===== src/rtl/sram_copy_engine.sv =====
// Copy/fill engine driving one port of a dual-port SRAM with 1-cycle registered reads.
// Copy alternates RD/WR per word; fill streams one write per cycle.
//
// state | meaning
// ------+--------------------------------------------------------------
// IDLE  | waiting for start; command captured on start
// RD    | copy only: present src+i, data returns during the next cycle
// WR    | present dst+i with write enable; data is mem_q (copy) or fill word
// DONE  | one-cycle completion pulse, then back to IDLE
module sram_copy_engine #(
  parameter int DATAWIDTH = 32,
  parameter int ADDRWIDTH = 14
) (
  input  logic                 clk,
  input  logic                 rst_n,
  input  logic                 start,
  input  logic                 mode,
  input  logic [ADDRWIDTH-1:0] src_addr,
  input  logic [ADDRWIDTH-1:0] dst_addr,
  input  logic [ADDRWIDTH:0]   len,
  input  logic [DATAWIDTH-1:0] fill_data,
  input  logic                 abort,
  output logic                 busy,
  output logic                 done,
  output logic [ADDRWIDTH-1:0] mem_addr,
  output logic                 mem_we,
  output logic [DATAWIDTH-1:0] mem_d,
  input  logic [DATAWIDTH-1:0] mem_q
);

  typedef enum logic [1:0] {IDLE, RD, WR, DONE} state_t;

  state_t               state, state_nx;
  logic [ADDRWIDTH-1:0] cnt;
  logic [ADDRWIDTH-1:0] src_q;
  logic [ADDRWIDTH-1:0] dst_q;
  logic [ADDRWIDTH:0]   len_q;
  logic                 mode_q;
  logic [DATAWIDTH-1:0] fill_q;
  logic                 last;

  // len_q is never 0 outside IDLE/DONE, so len_q-1 cannot underflow where it matters
  assign last = ({1'b0, cnt} == (len_q - 1'b1));

  always_ff @(posedge clk) begin
    if (!rst_n) begin
      state  <= IDLE;
      cnt    <= '0;
      src_q  <= '0;
      dst_q  <= '0;
      len_q  <= '0;
      mode_q <= 1'b0;
      fill_q <= '0;
    end else begin
      state <= state_nx;
      if (state == IDLE && start) begin
        cnt    <= '0;
        src_q  <= src_addr;
        dst_q  <= dst_addr;
        len_q  <= len;
        mode_q <= mode;
        fill_q <= fill_data;
      end else if (state == WR && !abort && !last) begin
        cnt <= cnt + 1'b1;
      end
    end
  end

  always_comb begin
    state_nx = state;
    case (state)
      IDLE: begin
        if (start) begin
          if (len == '0)   state_nx = DONE;
          else if (mode)   state_nx = WR;
          else             state_nx = RD;
        end
      end
      RD: state_nx = abort ? IDLE : WR;
      WR: begin
        if (abort)       state_nx = IDLE;
        else if (last)   state_nx = DONE;
        else if (mode_q) state_nx = WR;
        else             state_nx = RD;
      end
      DONE:    state_nx = IDLE;
      default: state_nx = IDLE;
    endcase
  end

  always_comb begin
    busy     = 1'b0;
    done     = 1'b0;
    mem_we   = 1'b0;
    mem_addr = '0;
    mem_d    = '0;
    case (state)
      RD: begin
        busy     = 1'b1;
        mem_addr = src_q + cnt;
      end
      WR: begin
        busy     = 1'b1;
        mem_we   = 1'b1;
        mem_addr = dst_q + cnt;
        // read data of the preceding RD arrives in this cycle and is forwarded straight to the write port
        mem_d    = mode_q ? fill_q : mem_q;
      end
      DONE:    done = 1'b1;
      default: ;
    endcase
  end

endmodule


===== config.mk =====
export PLATFORM = sky130hd
export DESIGN_NAME = sram_copy_engine
export DESIGN_NICKNAME = d
export VERILOG_FILES = /design/src/rtl/sram_copy_engine.sv
export SDC_FILE = /design/constraint.sdc
export NUM_CORES = 1
export LEC_CHECK = 0
export CAP_MARGIN = 10
export CORE_MARGIN = 2
export CORE_UTILIZATION = 48
export DETAILED_ROUTE_END_ITERATION = 7
export GPL_TIMING_DRIVEN = 0
export PLACE_DENSITY = 0.85
export SLEW_MARGIN = 20
export SYNTH_ARGS = -nofsm -noshare
export SYNTH_HDL_FRONTEND = slang
export SYNTH_SLANG_ARGS = --single-unit

===== constraint.sdc =====
create_clock -name clk -period 5.6 [get_ports clk]
set_input_delay 1.68 -clock clk [delete_from_list [all_inputs] [get_ports clk]]
set_output_delay 1.68 -clock clk [all_outputs]
set_load 0.02 [all_outputs]

==> impl_metrics.yaml <==
flow_run:
  max-cap-violations: 0
cells_and_area:
  nNetsFinal: 994
  n_antenna_cell: 0
  fill_cells: 968
  syn_to_final_growth_pct: 38.3
  stdcell_count: 1009
  fin_util_pct: 67.8
  layout-drive-gt1-share_pct: 6.00
sta:
  max-slew-margin-rel_pct: 51.6
  tightestPinTransition_ps: 726
  finalCriticalPeriod_ps: 5440
  grt_setup_unrepaired: "no"
  whs_ps: 462
  hold_violations: 0
  finClkSkew_ps: 5.59
  period_share_pct: 97.2
  slew_viol_final: 0
  fin_tns_setup_ps: 0
  final-setup-viol-count: 0
  fmax_ghz: 0.184
worst_setup_path:
  crit_path_frequent_cell: "inv_1"
  slowest_delay_ps: 470
  cp.arrival_ps: 3760
  slowest_stage: "or4_1"
  cp-end-kind: "primary output"
  worst_ep_required_time_ps: 3920
  crit_fanout: 19
  crit_type: "reg -> out"
  cp-start-kind: "register"
  crit_chain: "inv_1 > ha_2 > buf_6 > mux2_2 > ha_1 > inv_1 > fa_1 > nor2b_1 > o21a_1 > o21ai_2 > a211oi_1 > or4_1 > and3_1 > dlygate4sd2_1"
global_routing:
  grt.total_usage_pct: 24.7
  overflow: 0
  gr-usage-met3_pct: 4.14
  gr-usage-met2_pct: 40.6
  grt_pass1_wl_um: 25200
  met1_usage_pct: 33.0
  busiest_layer: "met2"
  grt_pass1_vias: 5051
  antenna_found_initial: 0
  grt_max_degree: 19
yosys:
  muxShareOfSynthArea_pct: 9.80
  ys_seq_area_share_pct: 33.0
  ys.flop_type: "dfxtp_1"
  synth_compound_area_share_pct: 17.2
  synthCells: 691
  yosysTopAreaCell: "dfxtp_1"
  synth_top_family_by_area: "simple AND/OR/NAND/NOR gates"
  synth-simple-area-share_pct: 27.4
  yosysWarnings: 0
  synth_nets: 824
  ys_seq_elements: 92
  synth_edf_count: 0
  synth_area_mm2: 0.00558
  synth_xor_area_share_pct: 3.61
  yosysTopAreaCellShare_pct: 33.0
  yosys.area_share.adder_pct: 4.85
  async_flop_share_pct: 0
  synth.area.top_cells: "dfxtp_1 (33%), nand2_1 (12%), a21boi_0 (10%)"
  synth_cell_types: 52
  avgSynthCellArea_um2: 8.07
floorplanning:
  pin_count: 161
  start_util_pct: 49.1
  die_h_um: 112
  die_x_um: 112
  dieArea_mm2: 0.0125
  core_area_mm2: 0.0114
  rows: 39
clocking:
  cts_buffers: 9
  cts_tree: "done"
  clock-root-buffer: "clkbuf_16"
  cts.sinks: 92
  clkLatencyLatePin_ps: 340
  clk_pin_slew_ps: 70
  cts_max_path_buffers: 2
  cts-hold-fix-buffers: 0
  htreeDepth: 3
route:
  drc: 0
  finalWirelength_um: 15500
  vias: 5416
  final_antenna_net_count: 0
  wl_per_cell_um: 15.4
  vias_per_cell: 5.37
  firstDrtPassIters: 5
  drtIter0Drc: 409
placement:
  dp_hpwl_um: 11800
  globalplace.congestion: 0.908
  dp_cells: 994
  portBuffers: 160
run_status:
  status: "complete, no violations"
pwr:
  ir_worst_vdd_mv: 0.234
  powerDensity_mw_per_mm2: 290
  p_leak_uw: 0.00297
  total_power_uw: 2230
hold_path:
  hp-class: "reg -> reg"
[per-layer routing]
layer / part of all wire (%) / wire, um
met5: 0 / 0
met4: 2.7 / 414
met2: 46 / 7200
met1: 44 / 6870
met3: 6.6 / 1020
[cell usage in the layout (no fill, tap or decap), drive strengths merged, types with 9 or more instances in the layout]
master           n
o21ai           15
mux2i           40
dfxtp           92
nand2          175
a21oi           21
or4             12
a21boi          76
nor2            11
clkdlybuf4s50  154
mux2            13
nand3           10
ha              20
clkbuf          42
buf             12
inv             13
and2             9
nor2b           40
xnor2           16
[final timing paths]
check,slack (ps),end,cells past startpoint,startpoint
max reg2reg,2700,cnt[3],10,len_q[5]
min,460,dst_q[2],2,dst_q[2]
min reg2reg,460,dst_q[2],2,dst_q[2]
max,160,mem_addr[10],14,state[0]
[sequential cells by signal, indices dropped and copies added (netlist names)]
register	cells
fill_q	32
len_q	15
cnt	14
dst_q	14
src_q	14
state	2
mode_q	1
[cell families (layout without fill, tap and decap cells)]
logic type,after synthesis,count (layout)
adder cells (fa/ha/maj),21,21
AO/OA/AOI/OAI,136,136
AND/OR/NAND/NOR,311,311
multiplexers,53,53
flip-flops,92,92
buffers and inverters,55,230
XOR/XNOR,23,23
[worst max-delay path, delay by kind of cell (launching register included)]
kind                     cells  cell delay, ps
adder cells (fa/ha/maj)      3             650
AO/OA/AOI/OAI                3             550
AND/OR/NAND/NOR              3             740
flip-flops                   1             340
multiplexers                 1             400
buffers and inverters        4             750
[metrics by stage]
step	area (um2)	setup slack, ps
floorplan	5580	173
global placement	7360	-858
detailed placement	7360	-846
CTS	7700	0.701
global route	7710	3.20
finish	7710	159
[power breakdown]
| group | switching, uW | total, uW | internal, uW |
|---|---|---|---|
| sequential | 49.7 | 778 | 728 |
| clock | 289 | 647 | 358 |
| combinational | 429 | 810 | 381 |
| total | 768 | 2230 | 1470 |
[Yosys cell counts, drive strengths merged (2+ instances only)]
cell	count
nand2	175
dfxtp	92
a21boi	76
mux2i	40
nor2b	40
clkbuf	34
a21oi	21
ha	20
xnor2	16
o21ai	15
mux2	13
or4	12
buf	11
nor2	11
inv	10
nand3	10
and2	9
nand2b	8
nor3	8
or3	8
xor2	7
and3	6
nand4	6
o31ai	6
nor4	5
a211oi	4
a21o	4
and3b	3
and4	2
nand3b	2
nor3b	2
o21a	2
or2	2
[layout make-up]
cell class | instances | area [um2] | share of cell area, %
well taps | 143 | 179 | 2.32
clock buffers | 9 | 225 | 2.92
flip-flops and latches | 92 | 1840 | 23.9
repair buffers | 161 | 1610 | 20.9
multi-input cells | 544 | 3530 | 45.8
plain buffers | 43 | 193 | 2.50
inverters | 10 | 37.5 | 0.487
clock inverters | 7 | 92.6 | 1.20
[what timing repair did]
item                                    in CTS  in global routing
resized for setup                           14                  7
buffers inserted                             0                  1
endpoints found under the setup margin      12                  7
pin swaps                                    1                  1
Note: power is estimated with default switching activity, not from simulation.
